## src/rtl/mttkrp_sched_pkg.sv

```systemverilog
// Shared types for the MTTKRP shard scheduler.
// FSM states and per-unit in-flight occupancy.
package mttkrp_sched_pkg;

  typedef enum logic [1:0] {
    S_IDLE,
    S_BEGIN,
    S_STREAM,
    S_END
  } state_e;

  typedef logic [1:0] inflight_t;

  localparam inflight_t INFLIGHT_MAX = 2'd2;

endpackage

```

## src/rtl/mttkrp_shard_scheduler_if.sv

```systemverilog
// Shard descriptor, element stream and compute-unit bus.
// master = reader/unit-array side, slave = scheduler side.
interface mttkrp_shard_scheduler_if #(
  parameter int NUM_COMPUTE_UNITS = 4,
  parameter int TENSOR_WIDTH      = 128,
  parameter int SHARD_LEN_WIDTH   = 16
);
  logic                         shard_desc_valid;
  logic                         shard_desc_ready;
  logic [SHARD_LEN_WIDTH-1:0]   shard_desc_len;
  logic                         in_tensor_en;
  logic                         in_tensor_ready;
  logic [TENSOR_WIDTH-1:0]      in_tensor_element;
  logic [NUM_COMPUTE_UNITS-1:0] cu_begining_of_shard;
  logic [NUM_COMPUTE_UNITS-1:0] cu_end_of_shard;
  logic [NUM_COMPUTE_UNITS-1:0] cu_tensor_element_en;
  logic [TENSOR_WIDTH-1:0]      cu_tensor_element;
  logic [NUM_COMPUTE_UNITS-1:0] cu_ready_receive_tensor;
  logic [NUM_COMPUTE_UNITS-1:0] cu_op_done_ack;

  modport master (
    output shard_desc_valid, shard_desc_len,
    output in_tensor_en, in_tensor_element,
    output cu_ready_receive_tensor, cu_op_done_ack,
    input  shard_desc_ready, in_tensor_ready,
    input  cu_begining_of_shard, cu_end_of_shard,
    input  cu_tensor_element_en, cu_tensor_element
  );

  modport slave (
    input  shard_desc_valid, shard_desc_len,
    input  in_tensor_en, in_tensor_element,
    input  cu_ready_receive_tensor, cu_op_done_ack,
    output shard_desc_ready, in_tensor_ready,
    output cu_begining_of_shard, cu_end_of_shard,
    output cu_tensor_element_en, cu_tensor_element
  );
endinterface

```

## src/rtl/mttkrp_rr_pick.sv

```systemverilog
// Round-robin picker: first eligible unit after last_sel.
// Purely combinational; grant is one-hot or all zero.
module mttkrp_rr_pick #(
  parameter int N  = 4,
  parameter int IW = $clog2(N)
) (
  input  logic [N-1:0]  elig,
  input  logic [IW-1:0] last_sel,
  output logic [N-1:0]  grant,
  output logic [IW-1:0] idx
);
  logic          found;
  int            cand;
  logic [IW-1:0] j;

  always_comb begin
    grant = '0;
    idx   = '0;
    found = 1'b0;
    cand  = 0;
    j     = '0;
    for (int i = 1; i <= N; i++) begin
      cand = int'(last_sel) + i;
      if (cand >= N) cand = cand - N;
      j = IW'(cand);
      if (!found && elig[j]) begin
        found    = 1'b1;
        grant[j] = 1'b1;
        idx      = j;
      end
    end
  end
endmodule

```

## src/rtl/mttkrp_shard_scheduler.sv

```systemverilog
// Dispatches shards round-robin to mirrored MTTKRP units,
// tracking per-unit in-flight shards from done acks.
module mttkrp_shard_scheduler
  import mttkrp_sched_pkg::*;
#(
  parameter int NUM_COMPUTE_UNITS = 4,
  parameter int TENSOR_WIDTH      = 128,
  parameter int SHARD_LEN_WIDTH   = 16
) (
  input  logic        clk,
  input  logic        rst,
  mttkrp_shard_scheduler_if.slave bus,
  output logic        idle,
  output logic [31:0] dispatched_count,
  output logic        err_spurious_done
);
  localparam int N  = NUM_COMPUTE_UNITS;
  localparam int IW = $clog2(N);
  localparam int TW = TENSOR_WIDTH;
  localparam int LW = SHARD_LEN_WIDTH;

  state_e        state_q, state_d;
  logic [LW-1:0] rem_q, rem_d;
  logic [IW-1:0] sel_q, sel_d;
  logic [IW-1:0] last_q, last_d;
  logic [N-1:0]  bos_q, bos_d;
  logic [N-1:0]  eos_q, eos_d;
  logic [N-1:0]  en_q, en_d;
  logic [TW-1:0] elem_q, elem_d;
  logic [31:0]   disp_q, disp_d;
  logic          err_q, err_d;
  inflight_t     infl_q [N];
  inflight_t     infl_d [N];

  logic [N-1:0]  elig, pick_oh, sel_oh;
  logic [IW-1:0] pick_idx;
  logic          desc_hs, elem_hs, inc, dec;

  mttkrp_rr_pick #(.N(N), .IW(IW)) u_pick (
    .elig     (elig),
    .last_sel (last_q),
    .grant    (pick_oh),
    .idx      (pick_idx)
  );

  assign sel_oh = {{(N-1){1'b0}}, 1'b1} << sel_q;

  always_comb begin
    idle = (state_q == S_IDLE);
    for (int u = 0; u < N; u++) begin
      elig[u] = infl_q[u] < INFLIGHT_MAX;
      if (infl_q[u] != '0) idle = 1'b0;
    end
  end

  // Hold off a new descriptor during the end-pulse cycle.
  assign bus.shard_desc_ready = ~rst & (state_q == S_IDLE)
                              & (|elig) & ~(|eos_q);
  assign bus.in_tensor_ready  = (state_q == S_STREAM)
                              & bus.cu_ready_receive_tensor[sel_q]
                              & (rem_q != '0);

  assign desc_hs = bus.shard_desc_valid & bus.shard_desc_ready;
  assign elem_hs = bus.in_tensor_en & bus.in_tensor_ready;

  always_comb begin
    state_d = state_q;
    rem_d   = rem_q;
    sel_d   = sel_q;
    last_d  = last_q;
    bos_d   = '0;
    eos_d   = '0;
    en_d    = '0;
    elem_d  = elem_q;
    disp_d  = disp_q;
    err_d   = err_q;
    infl_d  = infl_q;
    inc     = 1'b0;
    dec     = 1'b0;
    unique case (state_q)
      S_IDLE: if (desc_hs) begin
        rem_d   = bus.shard_desc_len;
        sel_d   = pick_idx;
        bos_d   = pick_oh;
        state_d = S_BEGIN;
      end
      S_BEGIN: begin
        // Zero-length shards end right after the begin pulse.
        if (rem_q == '0) begin
          eos_d   = sel_oh;
          state_d = S_END;
        end else begin
          state_d = S_STREAM;
        end
      end
      S_STREAM: if (elem_hs) begin
        en_d   = sel_oh;
        elem_d = bus.in_tensor_element;
        rem_d  = rem_q - LW'(1);
        if (rem_q == LW'(1)) state_d = S_END;
      end
      S_END: begin
        if (!(|eos_q)) eos_d = sel_oh;
        state_d = S_IDLE;
      end
    endcase
    if (|eos_d) begin
      disp_d = disp_q + 32'd1;
      last_d = sel_q;
    end
    for (int u = 0; u < N; u++) begin
      inc = (state_q == S_BEGIN) && (sel_q == IW'(u));
      dec = bus.cu_op_done_ack[u];
      if (dec && infl_q[u] == '0) begin
        err_d = 1'b1;
        if (inc) infl_d[u] = 2'd1;
      end else if (inc && !dec) begin
        infl_d[u] = infl_q[u] + 2'd1;
      end else if (dec && !inc) begin
        infl_d[u] = infl_q[u] - 2'd1;
      end
    end
  end

  always_ff @(posedge clk) begin
    if (rst) begin
      state_q <= S_IDLE;
      rem_q   <= '0;
      sel_q   <= '0;
      last_q  <= IW'(N - 1);
      bos_q   <= '0;
      eos_q   <= '0;
      en_q    <= '0;
      elem_q  <= '0;
      disp_q  <= '0;
      err_q   <= 1'b0;
      for (int u = 0; u < N; u++) infl_q[u] <= '0;
    end else begin
      state_q <= state_d;
      rem_q   <= rem_d;
      sel_q   <= sel_d;
      last_q  <= last_d;
      bos_q   <= bos_d;
      eos_q   <= eos_d;
      en_q    <= en_d;
      elem_q  <= elem_d;
      disp_q  <= disp_d;
      err_q   <= err_d;
      infl_q  <= infl_d;
    end
  end

  assign bus.cu_begining_of_shard = bos_q;
  assign bus.cu_end_of_shard      = eos_q;
  assign bus.cu_tensor_element_en = en_q;
  assign bus.cu_tensor_element    = elem_q;
  assign dispatched_count         = disp_q;
  assign err_spurious_done        = err_q;
endmodule
```

## src/flat_wrapper.sv

```systemverilog
// flat-port wrapper written by rule: the top's interface ports become plain ports
module mttkrp_shard_scheduler_flat import mttkrp_sched_pkg::*;
#(
  parameter int NUM_COMPUTE_UNITS = 4,
  parameter int TENSOR_WIDTH      = 128,
  parameter int SHARD_LEN_WIDTH   = 16
)
  (clk, rst, idle, dispatched_count, err_spurious_done, bus_shard_desc_valid, bus_shard_desc_len, bus_in_tensor_en, bus_in_tensor_element, bus_cu_ready_receive_tensor, bus_cu_op_done_ack, bus_shard_desc_ready, bus_in_tensor_ready, bus_cu_begining_of_shard, bus_cu_end_of_shard, bus_cu_tensor_element_en, bus_cu_tensor_element);
  mttkrp_shard_scheduler_if #(.NUM_COMPUTE_UNITS(NUM_COMPUTE_UNITS), .TENSOR_WIDTH(TENSOR_WIDTH), .SHARD_LEN_WIDTH(SHARD_LEN_WIDTH)) bus_i ();
  input  logic clk;
  input  logic rst;
  output logic idle;
  output logic [31:0] dispatched_count;
  output logic err_spurious_done;
  input wire logic [$bits(bus_i.shard_desc_valid)-1:0] bus_shard_desc_valid;
  input wire logic [$bits(bus_i.shard_desc_len)-1:0] bus_shard_desc_len;
  input wire logic [$bits(bus_i.in_tensor_en)-1:0] bus_in_tensor_en;
  input wire logic [$bits(bus_i.in_tensor_element)-1:0] bus_in_tensor_element;
  input wire logic [$bits(bus_i.cu_ready_receive_tensor)-1:0] bus_cu_ready_receive_tensor;
  input wire logic [$bits(bus_i.cu_op_done_ack)-1:0] bus_cu_op_done_ack;
  output wire logic [$bits(bus_i.shard_desc_ready)-1:0] bus_shard_desc_ready;
  output wire logic [$bits(bus_i.in_tensor_ready)-1:0] bus_in_tensor_ready;
  output wire logic [$bits(bus_i.cu_begining_of_shard)-1:0] bus_cu_begining_of_shard;
  output wire logic [$bits(bus_i.cu_end_of_shard)-1:0] bus_cu_end_of_shard;
  output wire logic [$bits(bus_i.cu_tensor_element_en)-1:0] bus_cu_tensor_element_en;
  output wire logic [$bits(bus_i.cu_tensor_element)-1:0] bus_cu_tensor_element;
  assign bus_i.shard_desc_valid = bus_shard_desc_valid;
  assign bus_i.shard_desc_len = bus_shard_desc_len;
  assign bus_i.in_tensor_en = bus_in_tensor_en;
  assign bus_i.in_tensor_element = bus_in_tensor_element;
  assign bus_i.cu_ready_receive_tensor = bus_cu_ready_receive_tensor;
  assign bus_i.cu_op_done_ack = bus_cu_op_done_ack;
  assign bus_shard_desc_ready = bus_i.shard_desc_ready;
  assign bus_in_tensor_ready = bus_i.in_tensor_ready;
  assign bus_cu_begining_of_shard = bus_i.cu_begining_of_shard;
  assign bus_cu_end_of_shard = bus_i.cu_end_of_shard;
  assign bus_cu_tensor_element_en = bus_i.cu_tensor_element_en;
  assign bus_cu_tensor_element = bus_i.cu_tensor_element;
  mttkrp_shard_scheduler #(.NUM_COMPUTE_UNITS(NUM_COMPUTE_UNITS), .TENSOR_WIDTH(TENSOR_WIDTH), .SHARD_LEN_WIDTH(SHARD_LEN_WIDTH)) u_core (.clk(clk), .rst(rst), .bus(bus_i), .idle(idle), .dispatched_count(dispatched_count), .err_spurious_done(err_spurious_done));
endmodule
```

## config.mk

```make
export PLATFORM = sky130hd
export DESIGN_NAME = mttkrp_shard_scheduler_flat
export DESIGN_NICKNAME = d
export VERILOG_FILES = /design/src/rtl/mttkrp_sched_pkg.sv /design/src/rtl/mttkrp_shard_scheduler_if.sv /design/src/rtl/mttkrp_rr_pick.sv /design/src/rtl/mttkrp_shard_scheduler.sv /design/src/flat_wrapper.sv
export SDC_FILE = /design/constraint.sdc
export NUM_CORES = 1
export LEC_CHECK = 0
export BUFFER_PORTS_ARGS = -buffer_cell sky130_fd_sc_hd__buf_4
export CORE_MARGIN = 10
export CORE_UTILIZATION = 35
export CTS_BUF_LIST = sky130_fd_sc_hd__clkbuf_2
export CTS_CLUSTER_DIAMETER = 80
export DETAILED_ROUTE_END_ITERATION = 8
export PLACE_DENSITY = 0.71
export SLEW_MARGIN = 20
export SYNTH_ARGS = -nofsm -noshare
export SYNTH_HDL_FRONTEND = slang
export SYNTH_SLANG_ARGS = --single-unit
```

## constraint.sdc

```tcl
create_clock -name clk -period 7 [get_ports clk]
set_input_delay 1.75 -clock clk [delete_from_list [all_inputs] [get_ports clk]]
set_output_delay 1.75 -clock clk [all_outputs]
set_load 0.03 [all_outputs]
```

### Word level (Yosys, flattened, before mapping)

Index checks and enable logic that the tools add are counted.

| word-level totals | value |
|---|---|
| output and inout bits | 176 |
| flip-flop bits (word level) | 203 |
| logic and storage cells | 213 |

| operators by class | value |
|---|---|
| bitwise operators | 16 |
| mux-type cells | 68 |
| $lt $le $gt $ge | 17 |
| shift-type cells | 1 |
| $add $sub $neg | 18 |
| equal/unequal tests | 14 |
| reductions and logical operators | 65 |

Operators with widths:

| operator | number |
|---|---|
| 2-bit 2-to-1 mux | 27 |
| 32-bit by 1-bit adder with 32-bit output (second input constant) | 1 |
| 16-bit 2-to-1 mux | 2 |
| 16-bit one-hot mux with 2 select lines | 1 |
| 4-bit 2-to-1 mux | 6 |
| 1-bit logical AND | 23 |
| 1-bit 2-to-1 mux | 21 |
| 16-bit by 1-bit equality test with 1-bit output (second input constant) | 1 |
| 16-bit logical NOT | 1 |
| 16-bit nonzero test | 1 |
| 16-bit by 1-bit subtractor with 16-bit output (second input constant) | 1 |
| 2-bit by 1-bit subtractor with 2-bit output (second input constant) | 8 |
| 2-bit by 3-bit less-than comparator with 1-bit output (second input constant) | 5 |
| 2-bit logical NOT | 6 |
| 2-bit by 1-bit inequality test with 1-bit output (second input constant) | 6 |
| 4-bit OR | 3 |
| 2-bit AND reduction | 6 |
| 3-bit nonzero test | 4 |
| 4-bit OR reduction | 3 |
| 1-bit logical NOT | 11 |
| 1-bit binary-select mux with 2-bit select | 5 |
| 2-bit nonzero test | 5 |
| 3-bit >= comparator (second input constant) | 3 |
| 2-bit by 1-bit adder with 2-bit output (second input constant) | 4 |
| 18 further kinds | 45 |

### Longest topological paths before layout

Gate-level depths: netlist of run 1.

| depth | value |
|---|---|
| word-level depth | 15 |
| mapped depth | 11 |
| mapped depth without buffers | 9 |

### Cells and area by module

Synthesis of run 1 repeated with hierarchy kept, for this count alone.

| second synthesis, totals | value |
|---|---|
| cells, all modules | 1109 |
| area total of the unflattened synthesis | 8981.1 um^2 |

By module, submodules not included:

| module | times used | area each (um^2) | cells each |
|---|---|---|---|
| mttkrp_shard_scheduler | 1 | 8490.6 | 1050 |
| mttkrp_rr_pick | 1 | 490.5 | 59 |

### Least setup slack after synthesis of run 1

No wires, ideal clock.

| timing | value |
|---|---|
| path type | input port to output port |
| start | input bus_cu_ready_receive_tensor[2] |
| end | output bus_in_tensor_ready |
| data required time | 5250 ps |
| buffers on the path | 0 |
| data arrival time | 2439 ps |
| path slack | 2811 ps |
| stages on the path | 3 |
| path through | mux2_2 > o2bb2ai_1 > and2_1 |

| on the way | value |
|---|---|
| word-level cells in the longest chain between the ends | 4 |

RTL lines:

| element | RTL line | source |
|---|---|---|
| start: declaration | flat_wrapper.sv:19 | `input wire logic [$bits(bus_i.cu_ready_receive_tensor)-1:0] bus_cu_ready_receive_tensor;` |
| 1-bit binary-select mux with 2-bit select | mttkrp_shard_scheduler.sv:60 | `& bus.cu_ready_receive_tensor[sel_q]` |
| 1-bit 2-to-1 mux (implied by the code) | mttkrp_shard_scheduler.sv:60 |  |
| 1-bit AND | mttkrp_shard_scheduler.sv:60 |  |
| 1-bit AND | mttkrp_shard_scheduler.sv:61 | `& (rem_q != '0);` |
| end: declaration | flat_wrapper.sv:22 | `output wire logic [$bits(bus_i.in_tensor_ready)-1:0] bus_in_tensor_ready;` |

Every way passes these cells. The select of a mux whose other input is x is not followed.

### Worst setup path after layout of run 1

| timing | value |
|---|---|
| start | register u_core.rem_q[0] |
| end | output bus_in_tensor_ready |

| on the way | value |
|---|---|
| word-level cells in the longest chain between the ends | 2 |

RTL lines:

| element | RTL line | source |
|---|---|---|
| start: declaration | mttkrp_shard_scheduler.sv:23 | `logic [LW-1:0] rem_q, rem_d;` |
| start signal: assignment | mttkrp_shard_scheduler.sv:140 | `rem_q <= rem_d;` |
| 16-bit nonzero test | mttkrp_shard_scheduler.sv:61 |  |
| 1-bit AND | mttkrp_shard_scheduler.sv:61 |  |

Every way passes these cells.

==> impl_metrics.yaml, run 1 <==
status:
  run_status: "complete, no violations"
detailed_routing:
  detail_route.wirelength_um: 29980
  first_pass_iters: 6
  vias: 9085
  vias_per_cell: 5.092
  remaining_drc_errors: 0
  detail_route.iter0.violations: 581
  post_drt_wl_per_cell_um: 16.80
  route.antenna.remaining_nets: 0
synthesis:
  netlist_instances: 1103
  syn_nets: 1275
  mappedNetlistArea_mm2: 0.008919
  post_synth_most_frequent_cells: "sky130_fd_sc_hd__nand2_1 (293), sky130_fd_sc_hd__dfxtp_1 (203), sky130_fd_sc_hd__a21oi_1 (167)"
  synth_top_flop_cell: "sky130_fd_sc_hd__dfxtp_1"
  asyncSetResetFlopFracSynth_pct: 0
  ys_seq_elements: 203
  post_synth_main_area_contributors: "sky130_fd_sc_hd__dfxtp_1 (46%), sky130_fd_sc_hd__nand2_1 (12%), sky130_fd_sc_hd__a21oi_1 (9.4%)"
  mean_post_synth_cell_area_um2: 8.086
  synth_seq_area_share_pct: 45.57
  synth.top_cell.area_share_pct: 45.57
  netlist.top_cell.by_area: "sky130_fd_sc_hd__dfxtp_1"
  count_of_flip_flops_with_a_built_in_enable_after_synthesis: 0
  yosysWarningCount: 0
  synth.most_common_cell: "sky130_fd_sc_hd__nand2_1"
  synthDistinctLibCells: 63
placement:
  gp_routability_congestion: 0.8280
  dpl.cell_count: 1690
  port_buffer_count: 331
  placement.setup.worst_slack_ns: 2.370
  place_hpwl_um: 21430
clocking:
  post_cts.repair.setup_buffers: 0
  postCtsResizedCells: 0
  tritoncts: "yes"
  cts_root_buf: "sky130_fd_sc_hd__clkbuf_2"
  cts-htree-levels: 2
  clkTransAtPathRegs_ns: 0.10
  postCtsHoldBufs: 0
  clock_insertion_delay_worst_skew_ns: 0.82
  tritoncts_num_sinks: 203
  ctsLongestPathBuffers: 3
  numCtsBuffers: 54
worst_setup_path:
  crit_start: "u_core.rem_q[0]"
  slowest_delay_ns: 0.61
  critPathBufInv: 2
  timing.reg2reg.worst_path_depth: 8
  worst-endpoint-required_ns: 5.25
  setup.worst_path.end_class: "primary output"
  critical_path_cell_count: 6
  critPathArrivalTime_ns: 2.97
  timing.critical_path.cells: "inv_1 -> ha_1 -> or3b_4 -> or4b_4 -> and2_1 -> buf_4"
  critical_path.max_fanout: 8
  worst_path_max_delay_cell: "sky130_fd_sc_hd__or4b_4"
  setup_slack_on_the_worst_flop_to_flop_path_ns: 3.47
  timing.rr.end: "u_core.bus.cu_tensor_element[125]"
  critical_path.reg2reg.startpoint: "u_core.state_q[0]"
  path_class: "register to primary output"
  crit_path_start_kind: "register"
  critical-path-top-delay-family: "simple AND/OR/NAND/NOR gates"
min_path:
  holdCritPathClass: "register to register"
  whs_endpoint: "u_core.bus.cu_tensor_element[123]"
  count_of_cells_along_the_worst_hold_path: 2
  holdCritStartpoint: "u_core.bus.cu_tensor_element[123]"
cells_and_area:
  syn_to_final_growth_pct: 34.71
  post_layout_nonfiller_instances: 1784
  design.final.nets: 1588
  final_core_utilization_pct: 47.85
  drive_gt1_share_pct: 31.31
global_routing:
  number_of_antenna_violations_at_the_first_check_in_global_routing: 4
  grt_pass1_vias: 8826
  grt_overflow_total: 0
  grt_max_degree: 117
  grt.total_usage_pct: 17.46
  grt_first_pass_wirelength_um: 47620
pwr:
  leakage_nw: 4.971
  power_per_cell_area_mw_per_mm2: 295.2
  ir_drop_mv: 0.1798
  fin_total_pwr_mw: 3.546
sta:
  skew_ns: 0.07536
  setup_slack_ns: 2.284
  maximum_clock_frequency_mhz: 212.0
  grt_setup_unrepaired: "no"
  post-route-period-util_pct: 67.38
  worst-slew-pin-transition_ns: 0.9546
  timing_max_transition_violations_final: 0
  finalHoldViolCount: 0
  final-setup-viol-count: 0
  fin_tns_setup_ns: 0
  finalWorstPathRequiredPeriod_ns: 4.716
  slew_headroom_pct: 36.36
floorplan:
  core_mm2: 0.02511
  boundaryPins: 332
  dieArea_mm2: 0.03227
  number_of_rows_in_the_core_area: 58
  die_height_um: 179.6
  fp.dieW_um: 179.6
  start_util_pct: 35.52
run:
  drv.max_cap_violation_count: 0
## cell usage in the layout, fill, tap and decap left out, types with 3 or more instances in the layout
| cell | instances |
|---|---|
| sky130_fd_sc_hd__and4_1 | 3 |
| sky130_fd_sc_hd__mux2_2 | 13 |
| sky130_fd_sc_hd__and2_1 | 4 |
| sky130_fd_sc_hd__or4_1 | 6 |
| sky130_fd_sc_hd__and3_1 | 7 |
| sky130_fd_sc_hd__inv_1 | 17 |
| sky130_fd_sc_hd__ha_1 | 16 |
| sky130_fd_sc_hd__o311ai_0 | 24 |
| sky130_fd_sc_hd__xor2_1 | 5 |
| sky130_fd_sc_hd__or2_2 | 11 |
| sky130_fd_sc_hd__nand3_1 | 16 |
| sky130_fd_sc_hd__diode_2 | 4 |
| sky130_fd_sc_hd__a22oi_1 | 5 |
| sky130_fd_sc_hd__a21oi_1 | 167 |
| sky130_fd_sc_hd__a311oi_1 | 3 |
| sky130_fd_sc_hd__clkinv_1 | 14 |
| sky130_fd_sc_hd__nor2_1 | 48 |
| sky130_fd_sc_hd__a211oi_1 | 5 |
| sky130_fd_sc_hd__buf_4 | 337 |
| sky130_fd_sc_hd__dfxtp_1 | 203 |
| sky130_fd_sc_hd__a31oi_1 | 5 |
| sky130_fd_sc_hd__mux4_2 | 3 |
| sky130_fd_sc_hd__or3_1 | 11 |
| sky130_fd_sc_hd__nor3_1 | 18 |
| sky130_fd_sc_hd__a22o_1 | 4 |
| sky130_fd_sc_hd__nand2b_1 | 6 |
| sky130_fd_sc_hd__mux2i_1 | 10 |
| sky130_fd_sc_hd__o31ai_1 | 17 |
| sky130_fd_sc_hd__nand2_1 | 293 |
| sky130_fd_sc_hd__o41ai_1 | 13 |
| sky130_fd_sc_hd__o21ai_0 | 14 |
| sky130_fd_sc_hd__nor3b_1 | 4 |
| sky130_fd_sc_hd__nand4_1 | 9 |
| sky130_fd_sc_hd__clkbuf_2 | 72 |
| sky130_fd_sc_hd__nor2b_1 | 15 |
| sky130_fd_sc_hd__nor4_1 | 10 |
## metal layers
layer  track usage (%)  vias to the layer above  routed length (um)  part of all wire (%)
met5                 0                        -                   0                     0
met2             29.17                      324               14700                    49
li1                  -                     4531                   -                     -
met4             6.021                        0                 549                   1.8
met3             7.008                       43                2778                   9.3
met1             19.82                     4187               11950                    40
## stage by stage
| stage | instance area, um2 | hold slack [ns] |
|---|---|---|
| 2_1_floorplan | 8919 | 0.4568 |
| 5_1_grt | 12010 | 0.4770 |
| 4_1_cts | 12000 | 0.4610 |
| 3_5_place_dp | 11540 | 0.4474 |
| 3_3_place_gp | 11540 | 0.4417 |
| 6_report | 12010 | 0.4564 |
## logic make-up after synthesis
group           after synthesis  synth area share (%)
buf+inv                      98                 4.672
fa+ha+maj                    16                 2.245
compound gates              278                 19.14
xor+xnor                      5                0.4910
mux                          26                 3.521
simple gates                477                 24.37
flops                       203                 45.57
## worst max-delay path by stage
| stage | to | slack [ns] |
|---|---|---|
| 6_report | bus_in_tensor_ready | 2.28 |
| 5_1_grt | bus_in_tensor_ready | 2.09 |
| 4_1_cts | bus_in_tensor_ready | 2.17 |
| 3_5_place_dp | bus_shard_desc_ready | 2.37 |
| 3_3_place_gp | bus_shard_desc_ready | 2.36 |
| 2_1_floorplan | bus_in_tensor_ready | 2.81 |
## flip-flops by register name, indices dropped and copies added (netlist names)
| register | count |
|---|---|
| u_core.bus.cu_begining_of_shard | 4 |
| u_core.bus.cu_end_of_shard | 4 |
| u_core.bus.cu_tensor_element | 128 |
| u_core.bus.cu_tensor_element_en | 4 |
| u_core.dispatched_count | 32 |
| u_core.err_spurious_done | 1 |
| u_core.infl_q | 8 |
| u_core.last_q | 2 |
| u_core.rem_q | 16 |
| u_core.sel_q | 2 |
| u_core.state_q | 2 |
## power by group
group | switching, mW | leakage (nW) | internal (mW) | total (mW)
logic | 0.811 | 2.99 | 0.519 | 1.33
clock network | 0.487 | 0.343 | 0.315 | 0.802
registers | 0.142 | 1.64 | 1.27 | 1.41
## final cells by class
| cell class | count | area [um2] |
|---|---|---|
| fill | 2513 | 13100 |
| multi-input combinational | 802 | 4462 |
| sequential | 203 | 4064 |
| timing repair buffer | 338 | 2541 |
| tap | 330 | 412.9 |
| clock buffer | 72 | 360.3 |
| clock inverter | 18 | 100.1 |
| inverter | 17 | 63.81 |
| antenna | 4 | 10.01 |
## worst min-delay path, stage by stage (launching register included)
cell                      delay (ns)
sky130_fd_sc_hd__dfxtp_1        0.32
sky130_fd_sc_hd__nand2_1        0.05
sky130_fd_sc_hd__a21oi_1        0.05
(Power assumes the default switching activity.)
==> run 2: changes to the inputs <==
==> constraint.sdc (replaced) <==
create_clock -name clk -period 4.89 [get_ports clk]
set_input_delay 1.2225 -clock clk [delete_from_list [all_inputs] [get_ports clk]]
set_output_delay 1.2225 -clock clk [all_outputs]
set_load 0.03 [all_outputs]
==> run 2 against run 1 <==
Wire length rose by 1.7%. Sequential power rose by 43%. Hold slack barely moved. Non-clock buffer count rose by 5. Global-route usage rose by 0.27 points.
==> impl_metrics.yaml, run 2 (synthesized netlist as in run 1, its figures left out) <==
status:
  run_status: "complete, no violations"
cells_and_area:
  design.final.nets: 1595
  most_common_cell_after_layout_fill_and_taps_aside: "sky130_fd_sc_hd__buf_4"
  drive_gt1_share_pct: 31.90
  syn_to_final_growth_pct: 35.55
  largest_reg_flops: 128
  layout_common_cells: "sky130_fd_sc_hd__buf_4 (341), sky130_fd_sc_hd__nand2_1 (293), sky130_fd_sc_hd__dfxtp_1 (203)"
min_path:
  holdCritPathClass: "register to register"
  holdCritStartpoint: "u_core.bus.cu_tensor_element[100]"
detailed_routing:
  remaining_drc_errors: 0
  detail_route.wirelength_um: 30500
  route.antenna.remaining_nets: 0
  detail_route.iter0.violations: 494
  vias: 9209
  first_pass_iters: 5
  post_drt_wl_per_cell_um: 17.01
  vias_per_cell: 5.136
pwr:
  power.switching_fraction_pct: 40.78
  seqPwrFrac_pct: 39.2
  p_sw_mw: 2.106
  gate_power_share_pct: 37.5
  leakage_nw: 5.034
  internal_power_mw: 3.058
  ir_drop_mv: 0.2295
  fin_total_pwr_mw: 5.164
  power_per_cell_area_mw_per_mm2: 427.1
  clockPowerShare_pct: 23.3
global_routing:
  number_of_antenna_violations_at_the_first_check_in_global_routing: 2
  grt_pass1_vias: 9036
  grt.total_usage_pct: 17.74
  grt_overflow_total: 0
  grt_max_degree: 107
  grt_first_pass_wirelength_um: 48400
placement:
  port_buffer_count: 331
  placement.setup.worst_slack_ns: 1.351
  place_hpwl_um: 21690
  gp_routability_congestion: 0.8427
floorplan:
  number_of_rows_in_the_core_area: 58
  fp.dieW_um: 179.6
  boundaryPins: 332
  start_util_pct: 35.52
  core_mm2: 0.02511
  dieArea_mm2: 0.03227
  die_height_um: 179.6
worst_setup_path:
  critPathArrivalTime_ns: 2.95
  worst-endpoint-required_ns: 3.67
  critical_path.reg2reg.startpoint: "u_core.state_q[0]"
  crit_path_start_kind: "register"
  path_class: "register to primary output"
  crit_start: "u_core.rem_q[0]"
  setup.worst_path.end_class: "primary output"
  critical_path.max_fanout: 8
clocking:
  numCtsBuffers: 56
  tritoncts: "yes"
  cts_root_buf: "sky130_fd_sc_hd__clkbuf_2"
  ctsLongestPathBuffers: 3
  tritoncts_num_sinks: 203
  clkTransAtPathRegs_ns: 0.09
  cts-htree-levels: 2
  clock_insertion_delay_worst_skew_ns: 0.84
  postCtsHoldBufs: 0
  postCtsResizedCells: 0
  post_cts.repair.setup_buffers: 0
sta:
  final-setup-viol-count: 0
  slew_headroom_pct: 28.95
  setup_slack_ns: 0.7168
  worst-slew-pin-transition_ns: 1.066
  grt_setup_unrepaired: "no"
  skew_ns: 0.06055
  post-route-period-util_pct: 85.34
  timing_max_transition_violations_final: 0
  finalHoldViolCount: 0
  finalWorstPathRequiredPeriod_ns: 4.173
  fin_hold_ws_ns: 0.4564
  fin_tns_setup_ns: 0
  maximum_clock_frequency_mhz: 239.6
run:
  drv.max_cap_violation_count: 0
==> run 2: changes by cell type in the layout (fill, tap and decap cells not counted) <==
| cell | previous run | this run |
|---|---|---|
| sky130_fd_sc_hd__inv_2 | 0 | 1 |
| sky130_fd_sc_hd__buf_4 | 337 | 341 |
| sky130_fd_sc_hd__clkbuf_2 | 72 | 79 |
| sky130_fd_sc_hd__clkinv_2 | 2 | 1 |
| sky130_fd_sc_hd__buf_12 | 0 | 1 |
| sky130_fd_sc_hd__diode_2 | 4 | 2 |
| sky130_fd_sc_hd__clkinv_1 | 14 | 13 |
==> run 2: per-stage QoR <==
step / area (um2) / cells / util [%]
after global placement: 11590 / 1695 / 46.15
final: 12090 / 1793 / 48.15
after global routing: 12090 / 1793 / 48.15
after detailed placement: 11590 / 1695 / 46.15
after floorplan: 8919 / 1103 / -
after CTS: 12080 / 1791 / 48.10
==> run 2: worst paths after layout <==
| kind | cells after the start | slack, ns | end |
|---|---|---|---|
| max | 6 | 0.72 | bus_in_tensor_ready |
| min | 2 | 0.46 | u_core.bus.cu_tensor_element[100] |
| max reg2reg | 8 | 1.71 | u_core.bus.cu_tensor_element[59] |
| min reg2reg | 2 | 0.46 | u_core.bus.cu_tensor_element[100] |
==> run 2: routing by layer <==
metal,global-route usage [%],part of all wire (%),up-vias
met5,0,0,-
met4,6.219,2.4,0
met3,6.727,8.7,48
met2,30.03,49,347
met1,20.00,40,4270
li1,-,-,4544
==> run 2: cell type report <==
| class | instances | area (um2) |
|---|---|---|
| multi-input cells | 802 | 4462 |
| inverters | 17 | 63.81 |
| clock inverters | 17 | 95.09 |
| well taps | 330 | 412.9 |
| flip-flops and latches | 203 | 4064 |
| diodes | 2 | 5.005 |
| repair buffers | 343 | 2591 |
| clock buffers | 79 | 395.4 |
| fillers | 2505 | 13020 |
==> run 2: power groups by stage <==
stage	Combinational, mW	Clock [mW]	Sequential (mW)
finish	1.93	1.21	2.02
global route	2.12	1.34	2.05
CTS	1.92	1.25	2.02
detailed placement	1.91	0	2.05
global placement	1.87	0	2.05
floorplan	1.28	0	2.11
==> run 2: critical path, stage by stage (launching register included) <==
cell,delay (ns)
sky130_fd_sc_hd__dfxtp_1,0.36
sky130_fd_sc_hd__inv_1,0.09
sky130_fd_sc_hd__ha_1,0.32
sky130_fd_sc_hd__or3b_4,0.46
sky130_fd_sc_hd__or4b_4,0.60
sky130_fd_sc_hd__and2_1,0.16
sky130_fd_sc_hd__buf_4,0.16
